## src/rtl/mem_port_arbiter.sv

```systemverilog
// N-channel request/grant arbiter onto a single cached-memory port, with per-port stall,
// registered response and timeout abort. Define ARB_ROUND_ROBIN_EN for round-robin grants.
module mem_port_arbiter #(
  parameter int unsigned NUM_PORTS  = 2,
  parameter int unsigned ADDR_WIDTH = 32,
  parameter int unsigned DATA_WIDTH = 32,
  parameter int unsigned TIMEOUT    = 1024
) (
  input  logic                               clock,
  input  logic                               reset,
  input  logic [NUM_PORTS-1:0]               port_req,
  input  logic [NUM_PORTS-1:0]               port_we,
  input  logic [NUM_PORTS*ADDR_WIDTH-1:0]    port_addr,
  input  logic [NUM_PORTS*DATA_WIDTH-1:0]    port_wdata,
  input  logic [NUM_PORTS*DATA_WIDTH/8-1:0]  port_mask,
  output logic [NUM_PORTS-1:0]               port_done,
  output logic [NUM_PORTS-1:0]               port_err,
  output logic [NUM_PORTS*DATA_WIDTH-1:0]    port_rdata,
  output logic [NUM_PORTS-1:0]               port_stall,
  output logic                               mem_req,
  output logic                               mem_we,
  output logic [ADDR_WIDTH-1:0]              mem_addr,
  output logic [DATA_WIDTH-1:0]              mem_wdata,
  output logic [DATA_WIDTH/8-1:0]            mem_mask,
  input  logic                               mem_done,
  input  logic [DATA_WIDTH-1:0]              mem_rdata,
  output logic                               busy
);

  localparam int unsigned MW = DATA_WIDTH / 8;
  localparam int unsigned GW = (NUM_PORTS > 1) ? $clog2(NUM_PORTS) : 1;
  localparam int unsigned CW = (TIMEOUT > 1) ? $clog2(TIMEOUT) : 1;
  localparam logic [CW-1:0] CNT_LAST = (TIMEOUT == 0) ? '0 : CW'(TIMEOUT - 1);

  localparam logic [1:0] S_IDLE = 2'd0;
  localparam logic [1:0] S_BUSY = 2'd1;
  localparam logic [1:0] S_RESP = 2'd2;

  logic [1:0]                      state_q, state_d;
  logic [GW-1:0]                   grant_q, grant_d;
  logic                            mem_req_q, mem_req_d;
  logic                            mem_we_q, mem_we_d;
  logic [ADDR_WIDTH-1:0]           mem_addr_q, mem_addr_d;
  logic [DATA_WIDTH-1:0]           mem_wdata_q, mem_wdata_d;
  logic [MW-1:0]                   mem_mask_q, mem_mask_d;
  logic [CW-1:0]                   cnt_q, cnt_d;
  logic [NUM_PORTS-1:0]            done_q, done_d;
  logic [NUM_PORTS-1:0]            err_q, err_d;
  logic [NUM_PORTS*DATA_WIDTH-1:0] rdata_q, rdata_d;

  logic          any_req;
  logic [GW-1:0] sel;

`ifdef ARB_ROUND_ROBIN_EN
  logic [GW-1:0] last_q, last_d;
  int unsigned   idx;

  // Search upward from the port after the last grant, wrapping at NUM_PORTS.
  always_comb begin
    any_req = 1'b0;
    sel     = '0;
    idx     = 0;
    for (int unsigned k = 0; k < NUM_PORTS; k++) begin
      idx = (32'(last_q) + 1 + k) % NUM_PORTS;
      if (!any_req && port_req[idx[GW-1:0]]) begin
        any_req = 1'b1;
        sel     = idx[GW-1:0];
      end
    end
  end
`else
  always_comb begin
    any_req = 1'b0;
    sel     = '0;
    for (int unsigned i = 0; i < NUM_PORTS; i++) begin
      if (port_req[i[GW-1:0]]) begin
        any_req = 1'b1;
        sel     = i[GW-1:0];
      end
    end
  end
`endif

  always_comb begin
    state_d     = state_q;
    grant_d     = grant_q;
    mem_req_d   = mem_req_q;
    mem_we_d    = mem_we_q;
    mem_addr_d  = mem_addr_q;
    mem_wdata_d = mem_wdata_q;
    mem_mask_d  = mem_mask_q;
    cnt_d       = cnt_q;
    done_d      = '0;
    err_d       = '0;
    rdata_d     = rdata_q;
`ifdef ARB_ROUND_ROBIN_EN
    last_d      = last_q;
`endif
    case (state_q)
      S_IDLE: begin
        if (any_req) begin
          state_d     = S_BUSY;
          grant_d     = sel;
          mem_req_d   = 1'b1;
          mem_we_d    = port_we[sel];
          mem_addr_d  = port_addr[sel*ADDR_WIDTH +: ADDR_WIDTH];
          mem_wdata_d = port_wdata[sel*DATA_WIDTH +: DATA_WIDTH];
          mem_mask_d  = port_mask[sel*MW +: MW];
          cnt_d       = '0;
`ifdef ARB_ROUND_ROBIN_EN
          last_d      = sel;
`endif
        end
      end
      S_BUSY: begin
        // mem_done is checked first so a completion on the last allowed cycle is not an error.
        if (mem_done) begin
          state_d          = S_RESP;
          mem_req_d        = 1'b0;
          done_d[grant_q]  = 1'b1;
          if (!mem_we_q) rdata_d[grant_q*DATA_WIDTH +: DATA_WIDTH] = mem_rdata;
        end else if ((TIMEOUT != 0) && (cnt_q == CNT_LAST)) begin
          state_d         = S_RESP;
          mem_req_d       = 1'b0;
          done_d[grant_q] = 1'b1;
          err_d[grant_q]  = 1'b1;
        end else begin
          cnt_d = cnt_q + 1'b1;
        end
      end
      S_RESP:  state_d = S_IDLE;
      default: state_d = S_IDLE;
    endcase
  end

  always_ff @(posedge clock) begin
    if (reset) begin
      state_q     <= S_IDLE;
      grant_q     <= '0;
      mem_req_q   <= 1'b0;
      mem_we_q    <= 1'b0;
      mem_addr_q  <= '0;
      mem_wdata_q <= '0;
      mem_mask_q  <= '0;
      cnt_q       <= '0;
      done_q      <= '0;
      err_q       <= '0;
      rdata_q     <= '0;
`ifdef ARB_ROUND_ROBIN_EN
      last_q      <= GW'(NUM_PORTS - 1);
`endif
    end else begin
      state_q     <= state_d;
      grant_q     <= grant_d;
      mem_req_q   <= mem_req_d;
      mem_we_q    <= mem_we_d;
      mem_addr_q  <= mem_addr_d;
      mem_wdata_q <= mem_wdata_d;
      mem_mask_q  <= mem_mask_d;
      cnt_q       <= cnt_d;
      done_q      <= done_d;
      err_q       <= err_d;
      rdata_q     <= rdata_d;
`ifdef ARB_ROUND_ROBIN_EN
      last_q      <= last_d;
`endif
    end
  end

  assign port_done  = done_q;
  assign port_err   = err_q;
  assign port_rdata = rdata_q;
  assign port_stall = port_req & ~done_q;
  assign mem_req    = mem_req_q;
  assign mem_we     = mem_we_q;
  assign mem_addr   = mem_addr_q;
  assign mem_wdata  = mem_wdata_q;
  assign mem_mask   = mem_mask_q;
  assign busy       = (state_q != S_IDLE);

endmodule

```

## config.mk

```make
export PLATFORM = sky130hd
export DESIGN_NAME = mem_port_arbiter
export DESIGN_NICKNAME = d
export VERILOG_FILES = /design/src/rtl/mem_port_arbiter.sv
export SDC_FILE = /design/constraint.sdc
export NUM_CORES = 1
export LEC_CHECK = 0
export BUFFER_PORTS_ARGS = -buffer_cell sky130_fd_sc_hd__buf_2
export CORE_AREA = 2 2 123 125
export DETAILED_ROUTE_END_ITERATION = 16
export DIE_AREA = 0 0 125 127
export PLACE_DENSITY_LB_ADDON = 0.25
export REMOVE_ABC_BUFFERS = 1
export SYNTH_ARGS = -nofsm -noshare
export SYNTH_HDL_FRONTEND = slang
export SYNTH_SLANG_ARGS = --single-unit
```

## constraint.sdc

```tcl
create_clock -name clock -period 1.9 [get_ports clock]
set_input_delay 0.57 -clock clock [delete_from_list [all_inputs] [get_ports clock]]
set_output_delay 0.57 -clock clock [all_outputs]
set_load 0.01 [all_outputs]
```

==> summary.txt <==
Outcome
  – Status: finished, final reports clean

Global routing
  – GRT overflow: 0
  – Global-route usage over all layers: 20.6%
  – First-pass GRT wire length: 26500 µm
  – Largest net degree at the start of global routing: 79
  – Initial antenna violation count: 0
  – Vias in the first global route: 5383

Layout
  – Most common cell after layout, fill and taps aside: buf_2
  – Inserted Diodes: 0
  – Layout Area Growth over Synthesis: 39.6%
  – Final core utilization: 59.0%
  – Most frequent cells in the layout: 313 x buf_2, 149 x dfxtp_1, 131 x nand2_1
  – Nets@finish: 1163
  – Fraction of layout cells with a size suffix above 1: 37.7%

Timing
  – Setup violators final: 0
  – Fmax: 0.576 GHz
  – Worst hold slack: 0.399 ns
  – Clock skew: 0.00614 ns
  – Max Slew Vio Count: 0
  – Rel. slew slack: 57.3%
  – Worst slew pin tran: 0.639 ns
  – RSZ-0062 raised after global routing: false
  – Final worst-path cycle share: 91.4%
  – Hold Vio Cnt, Final: 0
  – Final min period: 1.74 ns

Drt
  – Detail-routed via count per cell: 4.99
  – WL/cell: 14.2 µm
  – Post-route ant nets: 0
  – Detailed Routing Iterations Pass 1: 5
  – DR DRC count: 0
  – 1st-iter DRT viols: 235
  – Final WL: 16800 µm
  – Routed via count: 5909

Floorplan
  – Die ar.: 0.0159 mm²
  – Die span in y: 127 µm
  – Initial Util: 42.3%
  – Total I/O pin count: 316
  – Die W: 125 µm
  – Rows: 44
  – Core Footprint: 0.0144 mm²

CTS
  – CTS buffer count: 17
  – Clk Latency, worst-skew pair: 0.41 ns
  – Postcts setup bufs: 0
  – Worst-path clk slew: 0.06 ns
  – CTS Root Cell: clkbuf_16
  – Clock sink count: 151
  – H-tree levels: 4
  – CTS tree: built
  – CTS Buffer Depth: 2

Setup path
  – CP Capture Type: output port
  – Crit Path Max Fanout: 5
  – CP startpoint kind: flop
  – CP arrival: 1.17 ns
  – Crit Path Class: flop to output port
  – Worst EP required: 1.33 ns
  – Setup crit start: state_q[1]
  – FF-to-FF Start: cnt_q[0]

Synth
  – Post-synth cell types: 41
  – Fraction of post-synthesis cell area in the top cell type by area: 49.5%
  – Cell taking the most area after synthesis: dfxtp_1
  – Syn Inst Count: 686
  – Mean post-synth cell area: 8.89 µm²
  – Post-synthesis sequential area ratio: 49.5%
  – Synth top area cells: dfxtp_1 50%, mux2i_1 11%, a211oi_1 8.5%, nand2_1 8.1%, a21oi_1 5.7%
  – Synthesized cell area: 0.00610 mm²
  – Synth warn: 0
  – Number of synthesized register bits: 151

Min path
  – HP Start: mem_rdata[6]
  – Hold Crit Class: input pin to flop

Placement
  – Gpl congestion: 0.834
  – Placed wire-length estimate: 12400 µm
  – Port buffer count: 315

Power and ir drop
  – PwrDens: 955 mW/mm²
  – LEAKAGE: 4.05 nW
  – Peak supply drop: 0.577 mV

Job
  – Maxcap violations: 0
state kept, by name, summed over array words and instances, names as in the netlist:
name	cells
mem_wdata	32
port_err	2
port_done	2
port_rdata	64
mem_addr	32
cnt_q	10
mem_mask	4
grant_q	1
mem_req	1
mem_we	1
state_q	2
synthesized netlist by cell type, drive strengths merged:
cell type  instances
dfxtp            151
nand2            131
nor2              77
a211oi            69
a21oi             69
mux2i             69
buf               30
clkbuf            24
a31oi              9
and3               6
nand3              5
o21ai              5
inv                4
and4               3
nand4              3
nor2b              3
nor3               3
and2               2
nand2b             2
nor4b              2
o2111ai            2
o21a               2
or3                2
a2111oi            1
a21boi             1
a22oi              1
a41oi              1
and2b              1
and4b              1
ha                 1
nand3b             1
nand4b             1
nor3b              1
o211ai             1
o31ai              1
or4b               1
report_power, final:
group / total [mW] / internal, mW / switching [mW]
Combinational: 1.23 / 0.550 / 0.681
Sequential: 3.50 / 3.38 / 0.118
Clock: 3.40 / 2.01 / 1.39
through the flow:
stage                     std cells  setup slack (ns)  power (mW)  instance area, µm²  setup TNS [ns]
final                          1184             0.164        8.13                8520               0
after global routing           1184            0.0455        8.49                8520               0
after CTS                      1184            0.0563        8.23                8500               0
after detailed placement       1152            0.0551        4.81                7900               0
after global placement         1152            0.0298        4.80                7900               0
after floorplan                 632             -1.98        4.15                5830         -140.09
layout make-up:
class / instances / area, µm²
fillers: 1321 / 5910
flip-flops and latches: 151 / 3030
multi-input cells: 477 / 2820
repair buffers: 336 / 1830
clock buffers: 18 / 439
well taps: 184 / 230
clock inverters: 14 / 163
inverters: 4 / 15.0
final timing paths:
kind	end	slack (ns)	depth (start not counted)
min reg2reg	port_rdata[16]	0.45	2
max	busy	0.16	3
min	port_rdata[38]	0.40	3
max reg2reg	cnt_q[2]	0.20	5
cells by family (layout without fill, tap and decap cells):
group,after synthesis,after routing,synth area share [%]
adders and majority gates,1,1,0.205
muxes,69,69,11.3
DFF,151,151,49.5
AOI/OAI and AO/OA,162,162,16.8
buffers and inverters,58,372,4.66
and+or+nand+nor,245,245,17.5
metal layers:
layer	part of all wire, %	track usage [%]
met1	41	23.6
met2	48	35.5
met3	8.7	7.04
met4	2.1	7.84
met5	0	0
critical path, cell delays in order, from the launching register on:
cell,delay (ns)
dfxtp_2,0.36
nor2_4,0.14
inv_1,0.10
buf_2,0.15
what timing repair did:
item,CTS,global route
resized for setup,0,4
endpoints found under the setup margin,0,9
hold buffers,0,0
No activity file was read; power rests on OpenSTA's default activity.
